`src/rtl/pedagio_pkg.sv`:
```
// Shared definitions for the toll-lane vehicle-record link: FSM states,
// axle category codes and rejection causes, also decoded by the accumulator.
package pedagio_pkg;

    typedef enum logic [2:0] {IDLE, MEASURE, SETUP, REPORT, GAP} state_t;

    localparam logic [1:0] EIXOS_2       = 2'b00;
    localparam logic [1:0] EIXOS_3       = 2'b01;
    localparam logic [1:0] EIXOS_4       = 2'b10;
    localparam logic [1:0] EIXOS_5P      = 2'b11;

    localparam logic [1:0] ERR_FEW_AXLES = 2'b01;
    localparam logic [1:0] ERR_NO_WEIGHT = 2'b10;

    // Category for an accepted vehicle; only called with two or more axles.
    function automatic logic [1:0] axle_code(input logic [2:0] axles);
        case (axles)
            3'd2:    axle_code = EIXOS_2;
            3'd3:    axle_code = EIXOS_3;
            3'd4:    axle_code = EIXOS_4;
            default: axle_code = EIXOS_5P;
        endcase
    endfunction

endpackage

```
`src/rtl/pedagio_sensor_frontend_if.sv`:
```
// Vehicle-record bus from the lane front end to the toll accumulator.
interface pedagio_sensor_frontend_if;
    import pedagio_pkg::*;

    logic [1:0] EIXOS;
    logic [3:0] PESO;
    logic       READY;

    modport master (output EIXOS, PESO, READY);
    modport slave  (input  EIXOS, PESO, READY);
endinterface

```
`src/rtl/pedagio_debounce.sv`:
```
// Two-flop synchroniser followed by a stable-count debouncer for a bouncy
// contact; emits the filtered level and a one-cycle pulse on its rising edge.
module pedagio_debounce
    import pedagio_pkg::*;
#(
    parameter int unsigned DEBOUNCE_CYC = 500000
) (
    input  logic clk,
    input  logic rst,
    input  logic raw,
    output logic level,
    output logic rise
);
    localparam int CW = $clog2(DEBOUNCE_CYC) + 1;
    localparam logic [CW-1:0] LAST = CW'(DEBOUNCE_CYC - 1);

    logic          sync1;
    logic          sync2;
    logic [CW-1:0] cnt;

    always_ff @(posedge clk) begin
        if (rst) begin
            sync1 <= 1'b0;
            sync2 <= 1'b0;
            level <= 1'b0;
            rise  <= 1'b0;
            cnt   <= '0;
        end else begin
            sync1 <= raw;
            sync2 <= sync1;
            rise  <= 1'b0;
            // Any return to the accepted level restarts the stability window.
            if (sync2 == level) begin
                cnt <= '0;
            end else if (cnt == LAST) begin
                level <= sync2;
                rise  <= sync2;
                cnt   <= '0;
            end else begin
                cnt <= cnt + 1'b1;
            end
        end
    end
endmodule

```
`src/rtl/pedagio_sensor_frontend.sv`:
```
// Lane front end: conditions presence/axle/scale inputs, measures one vehicle
// and reports it as an EIXOS/PESO record with a READY level pulse.
module pedagio_sensor_frontend
    import pedagio_pkg::*;
#(
    parameter int unsigned DEBOUNCE_CYC = 500000,
    parameter int unsigned PRES_OFF_CYC = 2500000,
    parameter int unsigned READY_HOLD   = 5000000,
    parameter int unsigned GAP_CYC      = 5000000
) (
    input  logic                             CLOCK_50,
    input  logic                             RESET,
    input  logic                             PRESENCE,
    input  logic                             AXLE_SENSOR,
    input  logic                             WEIGHT_STB,
    input  logic [3:0]                       WEIGHT_IN,
    pedagio_sensor_frontend_if.master        rec,
    output logic                             BUSY,
    output logic                             ERR,
    output logic [1:0]                       ERR_CODE
);
    localparam int unsigned P_MAX1 = (PRES_OFF_CYC > READY_HOLD) ? PRES_OFF_CYC : READY_HOLD;
    localparam int unsigned P_MAX  = (P_MAX1 > GAP_CYC) ? P_MAX1 : GAP_CYC;
    localparam int CW = $clog2(P_MAX) + 1;
    localparam logic [CW-1:0] OFF_LAST  = CW'(PRES_OFF_CYC - 1);
    localparam logic [CW-1:0] HOLD_LAST = CW'(READY_HOLD - 1);
    localparam logic [CW-1:0] GAP_LAST  = CW'(GAP_CYC - 1);

    state_t        state;
    logic          pres_s1;
    logic          pres_s2;
    logic [CW-1:0] cnt;
    logic [2:0]    axles;
    logic [2:0]    axles_n;
    logic [3:0]    max_w;
    logic [3:0]    max_w_n;
    logic          seen;
    logic          seen_n;
    logic          axle_level;
    logic          axle_rise;

    pedagio_debounce #(.DEBOUNCE_CYC(DEBOUNCE_CYC)) u_axle (
        .clk   (CLOCK_50),
        .rst   (RESET),
        .raw   (AXLE_SENSOR),
        .level (axle_level),
        .rise  (axle_rise)
    );

    // Same-cycle axle edges and weight strobes feed the evaluation directly.
    always_comb begin
        axles_n = axles;
        if (axle_rise && axle_level && axles != 3'd7)
            axles_n = axles + 3'd1;
        max_w_n = max_w;
        seen_n  = seen;
        if (WEIGHT_STB) begin
            seen_n = 1'b1;
            if (WEIGHT_IN > max_w)
                max_w_n = WEIGHT_IN;
        end
    end

    assign BUSY = (state != IDLE);

    always_ff @(posedge CLOCK_50) begin
        if (RESET) begin
            state     <= IDLE;
            pres_s1   <= 1'b0;
            pres_s2   <= 1'b0;
            cnt       <= '0;
            axles     <= 3'd0;
            max_w     <= 4'd0;
            seen      <= 1'b0;
            rec.EIXOS <= 2'b00;
            rec.PESO  <= 4'd0;
            rec.READY <= 1'b0;
            ERR       <= 1'b0;
            ERR_CODE  <= 2'b00;
        end else begin
            pres_s1 <= PRESENCE;
            pres_s2 <= pres_s1;
            ERR     <= 1'b0;
            case (state)
                IDLE: begin
                    if (pres_s2) begin
                        state <= MEASURE;
                        cnt   <= '0;
                        axles <= 3'd0;
                        max_w <= 4'd0;
                        seen  <= 1'b0;
                    end
                end
                MEASURE: begin
                    axles <= axles_n;
                    max_w <= max_w_n;
                    seen  <= seen_n;
                    if (pres_s2) begin
                        cnt <= '0;
                    end else if (cnt == OFF_LAST) begin
                        cnt <= '0;
                        if (axles_n < 3'd2 || !seen_n) begin
                            ERR      <= 1'b1;
                            ERR_CODE <= ((axles_n < 3'd2) ? ERR_FEW_AXLES : 2'b00)
                                      | (seen_n ? 2'b00 : ERR_NO_WEIGHT);
                            state    <= IDLE;
                        end else begin
                            // Data lands one cycle ahead of READY so it is stable at the edge.
                            rec.EIXOS <= axle_code(axles_n);
                            rec.PESO  <= max_w_n;
                            state     <= SETUP;
                        end
                    end else begin
                        cnt <= cnt + 1'b1;
                    end
                end
                SETUP: begin
                    rec.READY <= 1'b1;
                    cnt       <= '0;
                    state     <= REPORT;
                end
                REPORT: begin
                    if (cnt == HOLD_LAST) begin
                        rec.READY <= 1'b0;
                        cnt       <= '0;
                        state     <= GAP;
                    end else begin
                        cnt <= cnt + 1'b1;
                    end
                end
                GAP: begin
                    if (cnt == GAP_LAST) begin
                        cnt   <= '0;
                        state <= IDLE;
                    end else begin
                        cnt <= cnt + 1'b1;
                    end
                end
                default: state <= IDLE;
            endcase
        end
    end
endmodule

```
`src/flat_wrapper.sv`:
```
// flat-port wrapper written by rule: the top's interface ports become plain ports
module pedagio_sensor_frontend_flat import pedagio_pkg::*;
#(
    parameter int unsigned DEBOUNCE_CYC = 500000,
    parameter int unsigned PRES_OFF_CYC = 2500000,
    parameter int unsigned READY_HOLD   = 5000000,
    parameter int unsigned GAP_CYC      = 5000000
)
  (CLOCK_50, RESET, PRESENCE, AXLE_SENSOR, WEIGHT_STB, WEIGHT_IN, BUSY, ERR, ERR_CODE, rec_EIXOS, rec_PESO, rec_READY);
  pedagio_sensor_frontend_if rec_i ();
  input  logic CLOCK_50;
  input  logic RESET;
  input  logic PRESENCE;
  input  logic AXLE_SENSOR;
  input  logic WEIGHT_STB;
  input  logic [3:0] WEIGHT_IN;
  output logic BUSY;
  output logic ERR;
  output logic [1:0] ERR_CODE;
  output wire logic [$bits(rec_i.EIXOS)-1:0] rec_EIXOS;
  output wire logic [$bits(rec_i.PESO)-1:0] rec_PESO;
  output wire logic [$bits(rec_i.READY)-1:0] rec_READY;
  assign rec_EIXOS = rec_i.EIXOS;
  assign rec_PESO = rec_i.PESO;
  assign rec_READY = rec_i.READY;
  pedagio_sensor_frontend #(.DEBOUNCE_CYC(DEBOUNCE_CYC), .PRES_OFF_CYC(PRES_OFF_CYC), .READY_HOLD(READY_HOLD), .GAP_CYC(GAP_CYC)) u_core (.CLOCK_50(CLOCK_50), .RESET(RESET), .PRESENCE(PRESENCE), .AXLE_SENSOR(AXLE_SENSOR), .WEIGHT_STB(WEIGHT_STB), .WEIGHT_IN(WEIGHT_IN), .rec(rec_i), .BUSY(BUSY), .ERR(ERR), .ERR_CODE(ERR_CODE));
endmodule
```
`config.mk`:
```
export PLATFORM = sky130hd
export DESIGN_NAME = pedagio_sensor_frontend_flat
export DESIGN_NICKNAME = d
export VERILOG_FILES = /design/src/rtl/pedagio_pkg.sv /design/src/rtl/pedagio_sensor_frontend_if.sv /design/src/rtl/pedagio_debounce.sv /design/src/rtl/pedagio_sensor_frontend.sv /design/src/flat_wrapper.sv
export SDC_FILE = /design/constraint.sdc
export NUM_CORES = 1
export LEC_CHECK = 0
export CAP_MARGIN = 20
export CORE_MARGIN = 4
export CORE_UTILIZATION = 59
export DETAILED_ROUTE_END_ITERATION = 16
export PLACE_DENSITY = 0.79
export SLEW_MARGIN = 5
export SYNTH_ARGS = -nofsm -noshare
export SYNTH_HDL_FRONTEND = slang
export SYNTH_SLANG_ARGS = --single-unit
```
`constraint.sdc`:
```
create_clock -name CLOCK_50 -period 5.8 [get_ports CLOCK_50]
set_clock_uncertainty 0.05 [all_clocks]
set_input_delay 1.16 -clock CLOCK_50 [delete_from_list [all_inputs] [get_ports CLOCK_50]]
set_output_delay 1.16 -clock CLOCK_50 [all_outputs]
set_load 0.01 [all_outputs]
```
==> reports/results.ini <==
[outcome]
status = finished clean

[cts]
cts.sinks = 71
cts_setup_buffers = 0
cts_buffer_depth = 2
cts.clk_slew.worst_paths_ns = 0.08
htreeDepth = 3
cts_resized = 0
cts_buffers = 9
cts_tree = done
cts-root-buf = clkbuf_8
holdBufCountCts = 0
clk_latency_ns = 0.35

[critical_path]
required_ns = 5.98
cp_cell_sequence = clkdlybuf4s50_1 > ha_1 > nor2b_1 > o211ai_1 > a21oi_1 > o21bai_1 > a22oi_1 > nor2_1
end_kind = flop
crit_type = input port to flop
path_max_fanout = 9
crit_path_start = WEIGHT_IN[1]
worstReg2RegStart = u_core.axles[0]
critPathSlowestCell = a21oi_1
arrival_ns = 3.27
cp_slowest_stage_delay_ns = 0.53
start_kind = input port

[global_routing]
grt_pass1_vias = 2795
grt_pass1_wl_um = 12000
gr-total-overflow = 0
grt_max_degree = 37
gr-usage-all-layers_pct = 20.0
grt_antenna_before_repair = 0

[yosys]
yosys-top-cells-area = dfxtp_1 41%, nor2_1 8.3%, xor2_1 5.3%
synth_edf_count = 0
ys_ff_latch = 71
synth_flop_cell = dfxtp_1
ys_seq_area_share_pct = 41.2
synth_largest_area_cell = dfxtp_1
async_flop_share_pct = 0
ys_types = 49
synth.top_cell.area_share_pct = 41.2
ys_warn_count = 0
yosys-top-cells-count = 76 x nor2_1, 71 x dfxtp_1, 30 x nand2_1, 30 x nand3_1, 21 x xor2_1
synth_cells = 408
synth_area_mm2 = 0.00345
syn_area_per_cell_um2 = 8.46
syn_nets = 425
synth_most_common_cell = nor2_1

[placement]
port_buffers = 19
dpl.hpwl_um = 4740
place_inst = 484
place.gp.congestion = 0.907

[routing]
drc = 0
finalWirelength_um = 6720
firstDrtPassIters = 4
post_drt_wl_per_cell_um = 13.4
drt_iter0_markers = 147
vias = 2826
antenna_left = 0
via_per_inst = 5.65

[floorplanning]
dieArea_mm2 = 0.00714
fp-row-count = 27
pin_count = 20
dieWidth_um = 84.5
chipHeight_um = 84.5
start_util_pct = 61.6
coreArea_mm2 = 0.00561

[power]
ir_drop_v = 0.000210
powerDensity_mw_per_mm2 = 244
power_leakage_nw = 1.40

[layout]
layout.nets = 440
seq_area_mm2 = 0.00142
syn_to_final_growth_pct = 11.9
antennaDiodeCount = 0
multi_input_area_mm2 = 0.00192
nFillCells = 469
final_cells = 500
drive_above_1_share_pct = 8.41

[timing]
period_share_pct = 53.3
hold_viol_final = 0
fin_hold_ws_ns = 0.395
rsz0062_at_grt = no
setup_tns_ns = 0
timing.slew.headroom_pct = 50.7
setup_violations = 0
slew_viol_final = 0
max_freq_mhz = 323
min_period_ns = 3.09
worst-slew-pin-transition_ns = 0.738

[hold_path]
hold_start = u_core.pres_s1
hp-class = flop to flop

[job]
maxCapViolCount = 0

per-stage QoR:
stage | instance area (um2) | util, % | setup slack (ns) | total power [mW]
6_report | 3860 | 68.9 | 2.71 | 0.942
3_3_place_gp | 3660 | 65.3 | 2.47 | 0.547
2_1_floorplan | 3450 | - | 3.14 | 0.535
3_5_place_dp | 3660 | 65.3 | 2.33 | 0.549
4_1_cts | 3860 | 68.9 | 2.69 | 0.949
5_1_grt | 3860 | 68.9 | 2.54 | 0.973
area by class of cell:
class                      instances  share of cell area, %
multi-input combinational        313                   49.8
sequential                        71                   36.8
timing repair buffer              20                   5.11
clock buffer                       9                   3.20
tap                               72                   2.33
clock inverter                     7                   2.04
inverter                           8                  0.777
layer usage:
layer / share of wire, % / global-route usage, % / wire [um]
met5: 0 / 0 / 0
met4: 1.1 / 7.05 / 76
met3: 3.7 / 5.20 / 249
met2: 49 / 35.0 / 3330
met1: 46 / 23.5 / 3070
sequential cells by signal (all words and copies together), names as in the netlist, 2 cells and up:
name,count
u_core.axles,3
u_core.state,3
u_core.cnt,24
u_core.rec.PESO,4
u_core.max_w,4
u_core.rec.EIXOS,2
u_core.ERR_CODE,2
u_core.u_axle.cnt,20
logic make-up after synthesis:
| family | synth area share, % |
|---|---|
| buffers and inverters | 3.15 |
| xor gates and xnor gates | 8.12 |
| DFF | 41.2 |
| adders and majority gates | 2.90 |
| and+or+nand+nor | 31.5 |
| AOI/OAI and AO/OA | 12.0 |
| muxes | 1.16 |
worst paths after layout:
kind                        endpoint  slack (ns)  cells after the start
hold / removal        u_core.pres_s2        0.40                      1
setup reg to reg  u_core.rec.PESO[1]        3.29                      8
setup / recovery     u_core.max_w[1]        2.71                      8
hold reg to reg       u_core.pres_s2        0.40                      1
worst max-delay path: cells and delay by family:
| kind | cells | cell delay (ns) |
|---|---|---|
| buffers and inverters | 1 | 0.45 |
| adders and majority gates | 1 | 0.31 |
| and+or+nand+nor | 2 | 0.19 |
| AOI/OAI and AO/OA | 4 | 1.15 |
report_power, final:
group	internal [mW]	switching [mW]	total [mW]
logic	0.0177	0.0264	0.0441
registers	0.490	0.00298	0.493
clock network	0.204	0.201	0.404
layout by cell type, fill, tap and decap left out, types with 2 or more instances in the layout:
master,Yosys,final
dfxtp_1,71,71
mux2i_1,4,4
or2_2,6,6
nor4_1,3,3
a21oi_1,16,16
nor4b_1,3,3
inv_6,0,2
and4_1,4,4
a22oi_1,6,6
a22o_1,7,7
xnor2_1,11,11
a21o_1,8,8
a211oi_2,4,4
nand2b_1,3,3
nand4_1,12,12
o31ai_1,2,2
clkbuf_8,0,9
or3_1,3,3
nand3_1,30,30
and4b_1,2,2
nor2b_1,9,9
and3_1,9,9
ha_1,8,8
o21ai_0,5,5
inv_1,8,8
nor3_1,7,7
or4_1,4,4
a211oi_1,2,2
nand2_1,30,30
nor2_1,76,76
and2_1,3,3
clkinvlp_4,0,2
clkdlybuf4s50_1,0,19
xor2_1,21,21
(Power assumes the default switching activity.)
